--- config.mk ---
export PLATFORM = sky130hd
export DESIGN_NAME = serial_pattern_transmitter
export DESIGN_NICKNAME = d
export VERILOG_FILES = /design/src/rtl/serial_pattern_transmitter_pkg.sv /design/src/rtl/serial_pattern_transmitter_shift_out_register.sv /design/src/rtl/serial_pattern_transmitter.sv
export SDC_FILE = /design/constraint.sdc
export NUM_CORES = 1
export LEC_CHECK = 0
export ABC_CLOCK_PERIOD_IN_PS = 4000
export BUFFER_PORTS_ARGS = -buffer_cell sky130_fd_sc_hd__buf_4
export CAP_MARGIN = 20
export CORE_MARGIN = 4
export CORE_UTILIZATION = 61
export DETAILED_ROUTE_END_ITERATION = 6
export PLACE_DENSITY = 0.83
export SETUP_SLACK_MARGIN = 0.05
export SLEW_MARGIN = 0
export SYNTH_ARGS = -nofsm -noshare
export SYNTH_HDL_FRONTEND = slang
export SYNTH_SLANG_ARGS = --single-unit
--- constraint.sdc ---
create_clock -name clock -period 4 [get_ports clock]
set_input_delay 0.4 -clock clock [delete_from_list [all_inputs] [get_ports clock]]
set_output_delay 0.4 -clock clock [all_outputs]
set_load 0.05 [all_outputs]
--- src/rtl/serial_pattern_transmitter_pkg.sv ---
// Shared definitions for the serial pattern transmitter.
// Holds the FSM encoding, the idle line level and a counter-width helper.
package serial_pattern_transmitter_pkg;

    typedef enum logic [1:0] {
        ST_IDLE  = 2'd0,
        ST_SHIFT = 2'd1,
        ST_GAP   = 2'd2,
        ST_BAD   = 2'd3
    } state_t;

    localparam logic SERIAL_IDLE = 1'b1;

    // Bits needed to count num_values distinct values, never less than one bit.
    function automatic int counter_width(input int num_values);
        return (num_values <= 1) ? 1 : $clog2(num_values);
    endfunction

endpackage

--- src/rtl/serial_pattern_transmitter_shift_out_register.sv ---
// Parallel-load, shift-left register presenting its MSB as the next serial bit.
// Load has priority over shift.
module serial_pattern_transmitter_shift_out_register #(
    parameter int WIDTH = 8
) (
    input  logic             clock,
    input  logic             reset_n,
    input  logic             load,
    input  logic             shift,
    input  logic [WIDTH-1:0] load_data,
    output logic             msb
);

    logic [WIDTH-1:0] shreg;

    always_ff @(posedge clock or negedge reset_n) begin
        if (!reset_n) begin
            shreg <= '0;
        end else if (load) begin
            shreg <= load_data;
        end else if (shift) begin
            shreg <= {shreg[WIDTH-2:0], 1'b0};
        end
    end

    assign msb = shreg[WIDTH-1];

endmodule

--- src/rtl/serial_pattern_transmitter.sv ---
// Bit-serial pattern source: sends a captured frame MSB first, load_repeat+1 times,
// with GAP idle-high cycles between repeats and a frame_done pulse at the end.
module serial_pattern_transmitter #(
    parameter int WIDTH = 8,
    parameter int GAP   = 2,
    parameter int REP_W = 4
) (
    input  logic             clock,
    input  logic             reset_n,
    input  logic             load_valid,
    output logic             load_ready,
    input  logic [WIDTH-1:0] load_data,
    input  logic [REP_W-1:0] load_repeat,
    output logic             serial_out,
    output logic             busy,
    output logic             frame_done
);

    import serial_pattern_transmitter_pkg::*;

    localparam int BIT_W = counter_width(WIDTH);
    localparam int GAP_W = counter_width(GAP + 1);
    localparam logic [BIT_W-1:0] LAST_BIT = BIT_W'(WIDTH - 1);
    localparam logic [GAP_W-1:0] LAST_GAP = GAP_W'((GAP > 0) ? (GAP - 1) : 0);

    state_t           state;
    state_t           next_state;
    logic [BIT_W-1:0] bit_cnt;
    logic [BIT_W-1:0] bit_cnt_next;
    logic [GAP_W-1:0] gap_cnt;
    logic [GAP_W-1:0] gap_cnt_next;
    logic [REP_W-1:0] rep_cnt;
    logic [REP_W-1:0] rep_cnt_next;
    logic [WIDTH-1:0] frame_buf;
    logic             buf_load;
    logic             frame_done_next;
    logic             sreg_load;
    logic             sreg_shift;
    logic [WIDTH-1:0] sreg_data;
    logic             sreg_msb;

    serial_pattern_transmitter_shift_out_register #(
        .WIDTH(WIDTH)
    ) u_shift_out_register (
        .clock     (clock),
        .reset_n   (reset_n),
        .load      (sreg_load),
        .shift     (sreg_shift),
        .load_data (sreg_data),
        .msb       (sreg_msb)
    );

    always_ff @(posedge clock or negedge reset_n) begin
        if (!reset_n) begin
            state      <= ST_IDLE;
            bit_cnt    <= '0;
            gap_cnt    <= '0;
            rep_cnt    <= '0;
            frame_buf  <= '0;
            frame_done <= 1'b0;
        end else begin
            state      <= next_state;
            bit_cnt    <= bit_cnt_next;
            gap_cnt    <= gap_cnt_next;
            rep_cnt    <= rep_cnt_next;
            frame_done <= frame_done_next;
            if (buf_load) begin
                frame_buf <= load_data;
            end
        end
    end

    // Every re-entry to SHIFT reloads the shifter from frame_buf and consumes one repeat.
    always_comb begin
        next_state      = state;
        bit_cnt_next    = bit_cnt;
        gap_cnt_next    = gap_cnt;
        rep_cnt_next    = rep_cnt;
        buf_load        = 1'b0;
        frame_done_next = 1'b0;
        sreg_load       = 1'b0;
        sreg_shift      = 1'b0;
        sreg_data       = frame_buf;

        case (state)
            ST_IDLE: begin
                if (load_valid) begin
                    next_state   = ST_SHIFT;
                    bit_cnt_next = '0;
                    gap_cnt_next = '0;
                    rep_cnt_next = load_repeat;
                    buf_load     = 1'b1;
                    sreg_load    = 1'b1;
                    sreg_data    = load_data;
                end
            end
            ST_SHIFT: begin
                if (bit_cnt == LAST_BIT) begin
                    if (rep_cnt == '0) begin
                        next_state      = ST_IDLE;
                        frame_done_next = 1'b1;
                    end else if (GAP == 0) begin
                        bit_cnt_next = '0;
                        rep_cnt_next = rep_cnt - REP_W'(1);
                        sreg_load    = 1'b1;
                    end else begin
                        next_state   = ST_GAP;
                        gap_cnt_next = '0;
                    end
                end else begin
                    bit_cnt_next = bit_cnt + BIT_W'(1);
                    sreg_shift   = 1'b1;
                end
            end
            ST_GAP: begin
                if (gap_cnt == LAST_GAP) begin
                    next_state   = ST_SHIFT;
                    bit_cnt_next = '0;
                    gap_cnt_next = '0;
                    rep_cnt_next = rep_cnt - REP_W'(1);
                    sreg_load    = 1'b1;
                end else begin
                    gap_cnt_next = gap_cnt + GAP_W'(1);
                end
            end
            default: begin
                next_state = ST_IDLE;
            end
        endcase
    end

    // Outputs decode registered state only, so reset forces the idle line without a clock.
    assign load_ready = (state == ST_IDLE);
    assign busy       = (state == ST_SHIFT) || (state == ST_GAP);
    assign serial_out = (state == ST_SHIFT) ? sreg_msb : SERIAL_IDLE;

endmodule

* Yosys cells after proc, flatten, opt, wreduce, memory -nomap -nowiden
Index checks and enable logic that the tools add are counted.
Storage, ports and cells: bits in registers 28, output and inout port bits 4, latch bits 0, logic and storage cells 60, bits of input ports 15, ROM bits 0, memories kept 0, RAM bits 0
Operators by class: $add $sub $neg 3, magnitude comparators 0, $mul 0, bitwise operators 0, mux-type cells 31, equal/unequal tests 9, reductions and logical operators 10, shift operators 0, div/mod/pow operators 0
Operators by type and width (number):
- 2-to-1 mux 8 bit | 4
- 2-to-1 mux 2 bit | 8
- one-hot mux 2 bit (3 select lines) | 2
- inequality test 2 bit (second input constant) | 5
- 2-to-1 mux 1 bit | 9
- 2-to-1 mux 3 bit | 3
- one-hot mux 3 bit (3 select lines) | 1
- 2-to-1 mux 4 bit | 2
- one-hot mux 4 bit (2 select lines) | 1
- AND reduction 4 bit | 2
- AND reduction 3 bit | 2
- == test 2 x 1 -> 1 bit (second input constant) | 2
- logical NOT 4 bit | 1
- nonzero test 2 bit | 2
- subtractor 4 x 1 -> 4 bit (second input constant) | 1
- adder 3 x 1 -> 3 bit (second input constant) | 1
- == test 3 bit (second input constant) | 1
- nonzero test 3 bit | 1
- adder 2 x 1 -> 2 bit (second input constant) | 1
- == test 2 bit (second input constant) | 1
- logical NOT 2 bit | 1
- one-hot mux 1 bit (2 select lines) | 1
- logical OR 1 bit | 1

* Depth between registers and ports, before layout
depth after elaboration 5, mapped depth 6, gate-level depth less buffers 5

* Modules after synthesis
A second synthesis with hierarchy kept.
Second synthesis, totals: cell total of the unflattened synthesis 134, area, all modules 1567.8 um^2
By module, submodules not included:
- serial_pattern_transmitter | seq. area each 500.5 um^2, cells an instance 100, area an instance 1198.6 um^2, instances 1
- serial_pattern_transmitter_shift_out_register | seq. area each 200.2 um^2, cells an instance 34, area an instance 369.1 um^2, instances 1

* Worst setup path after synthesis
OpenSTA, ideal clock, no wires.
kind flip-flop to flip-flop, start point register bit_cnt[0], end point register u_shift_out_register.shreg[3], period minus slack after synthesis 1.843 ns, path buffers 0, setup time 0.125 ns, arrival 1.718 ns, slack 2.157 ns, cell stages (with the launch flop) 6, path through dfrtp_1 -> ha_1 -> ha_1 -> and2b_1 -> mux2_2 -> mux2_2
Between the ends: longest elaborated chain between the ends 4
RTL lines:
- start: declaration | line serial_pattern_transmitter.sv:28 | logic [BIT_W-1:0] bit_cnt;
- start signal: assignment | line serial_pattern_transmitter.sv:63 | bit_cnt <= bit_cnt_next;
- == test 3 bit | line serial_pattern_transmitter.sv:98 | if (bit_cnt == LAST_BIT) begin
- 2-to-1 mux 1 bit | line serial_pattern_transmitter.sv:98
- 2-to-1 mux 1 bit | line serial_pattern_transmitter.sv:85 | case (state)
- nonzero test 2 bit (no line)
- end signal: assignment | line serial_pattern_transmitter_shift_out_register.sv:20 | shreg <= load_data;
- end signal: assignment | line serial_pattern_transmitter_shift_out_register.sv:22 | shreg <= {shreg[WIDTH-2:0], 1'b0};
- end: declaration | line serial_pattern_transmitter_shift_out_register.sv:14 | logic [WIDTH-1:0] shreg;
No other way between the ends. A chain may end at the register's enable or synchronous reset.

* Final worst setup path
start point register state[0], end point register u_shift_out_register.shreg[6]
Between the ends: longest elaborated chain between the ends 3, elaborated cells between the ends (all ways) 8
RTL lines:
- start: declaration | line serial_pattern_transmitter.sv:26 | state_t state;
- start signal: assignment | line serial_pattern_transmitter.sv:62 | state <= next_state;
- == test 2 bit (tied with other cells) | line serial_pattern_transmitter.sv:85
- one-hot mux 1 bit (2 select lines) (tied with other cells) | line serial_pattern_transmitter.sv:85
- 2-to-1 mux 8 bit / nonzero test 2 bit (equally long branches)
Several ways; a longest one is shown, not always the timed one.

==> summary.txt <==
drt pass-1 iters = 4
DR vias/cell = 5.85
setup bufs post-CTS = 0
setup total negative slack = 0 ns
crit-path max cell delay = 0.50 ns
ranking of synthesized cells by area = dfrtp_1 (44%), mux2_2 (17%), ha_1 (7.9%), inv_1 (2.9%), mux2i_1 (2.5%)
Avg WL per Cell = 16.6 microns
fmax = 462 MHz
clk slew on worst S/H paths = 0.15 ns
dpl cells = 177
CTS H-tree lvls = 1
critical path cell sequence = inv_1 -> ha_1 -> inv_1 -> o31ai_4 -> mux2_2
Tcrit/Tclk final = 54.1%
peak fanout along the critical path = 13
post-layout min period = 2.16 ns
main combinational cell family by area after synthesis = multiplexers
Fin Clk Skew = 0.00159 ns
total clock sinks = 28
Critical Path Source = state[0]
type of destination of the critical path = register
Layout Nets = 178
Port Buf Inserts = 18
I/O Pins = 19
worst r2r src = state[0]
mux share of post-synthesis cell area = 19.7%
worst r2r path cells = 5
DIE AREA = 3460 sq um
number of global-route vias before repair = 1146
Hold Crit Class = in -> reg
Compound-Gate Fraction of Synth Area = 13.3%
Vias = 1064
area added between synthesis and finish = 14.4%
status = complete, no violations
GRT Util Overall = 19.7%
cell row count = 18
final WL = 3.02 mm
Seq cells post-synth = 28
simple-gate share of the synthesized area = 11.2%
gr ovfl total = 0
Cell Pwr Density = 786 nW/um^2
maxcap violations = 0
cell count of the worst hold path = 2
RSZ-0062 raised after global routing = no
mapped cell area = 1580 sq um
Arrival @ worst endpoint = 2.40 ns
CTS tree = yes
worst hold slack = 0.313 ns
cell accounting for the most synthesized area = dfrtp_1
largest net degree at the start of global routing = 29
Initial Util = 63.6%
Post-synth EDFFs = 0
Post-Synth XOR/XNOR Area = 0%
Synth Area in Adders = 7.94%
Clk Latency, worst-skew pair = 0.33 ns
Root Buffer = clkbuf_4
DP Area = 1740 sq um
critical path startpoint category = register
core box area = 2480 sq um
post-route ant nets = 0
share of layout cells above drive strength 1 = 33.6%
DRC Markers = 0
worst-margin pin slew = 0.474 ns
peak supply drop = 0.702 mV
Iter 0 DRT Violations = 33
Worst Path Required = 4.23 ns
cts bufs inserted = 3
HP Start = load_data[3]
ys async rst share = 100%
Yosys cell types = 36
most common cell after layout, fill and taps aside = dfrtp_1
Leakage Power = 0.000840 uW
Die Y = 58.8 microns
Final Setup Violations = 0
most frequent cells in the layout = dfrtp_1 (28), mux2_2 (24), buf_4 (18), inv_1 (12), ha_1 (10)
Die Span X = 58.8 microns
Mapped Nets = 156
Worst path slowest cell = o31ai_4
Avg Synthesized Cell Area = 12.0 sq um
placed wire-length estimate = 2.24 mm
Clock Path Buffers = 2
Yosys top cell area share = 44.5%
Power Total = 1420 uW
Finished Layout Cells = 182
diode count = 0
Syn. warnings = 0
Final Cell Area = 1800 sq um
CP Class = reg -> reg
Post-Syn Instances = 131
Worst path most repeated cell = inv_1
RePlAce Congestion = 0.811
sequential element share of the synthesized area = 44.5%
first-pass GRT wire length = 5.16 mm
initial antenna violation count = 0
Final Max Slew Viols = 0
Slew HR = 68.0%
Main synth FF type = dfrtp_1
Final Hold Fails = 0
-- sequential cells by signal (all words and copies together) (netlist names) --
name	count
bit_cnt	3
frame_buf	8
frame_done	1
gap_cnt	2
rep_cnt	4
state	2
u_shift_out_register.shreg	8
-- area by class of cell --
class                      instances  area (sq um)
inverter                          12          45.0
fill                             159           676
clock inverter                     1          30.0
timing repair buffer              19           145
multi-input combinational         89           821
clock buffer                       3          22.5
sequential                        28           701
tap                               30          37.5
-- stage by stage --
step           util, %  setup slack [ns]
4_1_cts           72.7              1.83
6_report          72.7              1.84
5_1_grt           72.7              1.69
2_1_floorplan        -              2.16
3_5_place_dp      70.2              1.87
3_3_place_gp      70.2              1.96
-- metal layers --
metal | wire length [microns] | global-route usage (%)
met4 | 19 | 7.77
met5 | 0 | 0
met3 | 57 | 2.19
met1 | 1440 | 26.2
met2 | 1510 | 33.0
-- cells in the mapped netlist (2+ instances only) --
cell / count
and3b_1: 3
mux2_2: 24
a211o_1: 2
nor2_1: 3
ha_1: 10
mux2i_1: 4
nand2b_1: 6
dfrtp_1: 28
and2_1: 2
o2111ai_1: 3
nor2b_1: 3
nand2_1: 2
a2111oi_0: 3
nand3_1: 3
inv_1: 12
o211ai_1: 3
-- worst max-delay path, delay by kind of cell, from the launching register on --
kind / cells / cell delay, ns
multiplexers: 1 / 0.40
buffers and inverters: 2 / 0.31
adder cells (fa/ha/maj): 1 / 0.39
AO/OA/AOI/OAI: 1 / 0.50
flip-flops: 1 / 0.46
-- final timing paths --
path / to / slack, ns
min: frame_buf[3] / 0.31
max: u_shift_out_register.shreg[6] / 1.84
min reg2reg: frame_buf[1] / 0.52
min in group asynchronous: bit_cnt[0] / 0.50
max reg2reg: u_shift_out_register.shreg[6] / 1.84
max in group asynchronous: gap_cnt[0] / 3.24
-- cells by family (layout without fill, tap and decap cells) --
group | after synthesis | in the layout
muxes | 28 | 28
AOI/OAI and AO/OA | 23 | 23
DFF | 28 | 28
buffers and inverters | 14 | 35
adders and majority gates | 10 | 10
and+or+nand+nor | 28 | 28
-- power by group --
group | total [uW] | switching [uW] | leakage, uW | internal [uW]
combinational | 752 | 401 | 0.000465 | 351
clock | 186 | 84.5 | 0.0000279 | 101
sequential | 479 | 70.9 | 0.000347 | 408
-- repair_timing --
| item | CTS | global route |
|---|---|---|
| gates resized for setup | 0 | 0 |
| hold buffers | 1 | 0 |
| endpoints found under the hold margin | 28 | 0 |
Note: power is estimated with default switching activity, not from simulation.
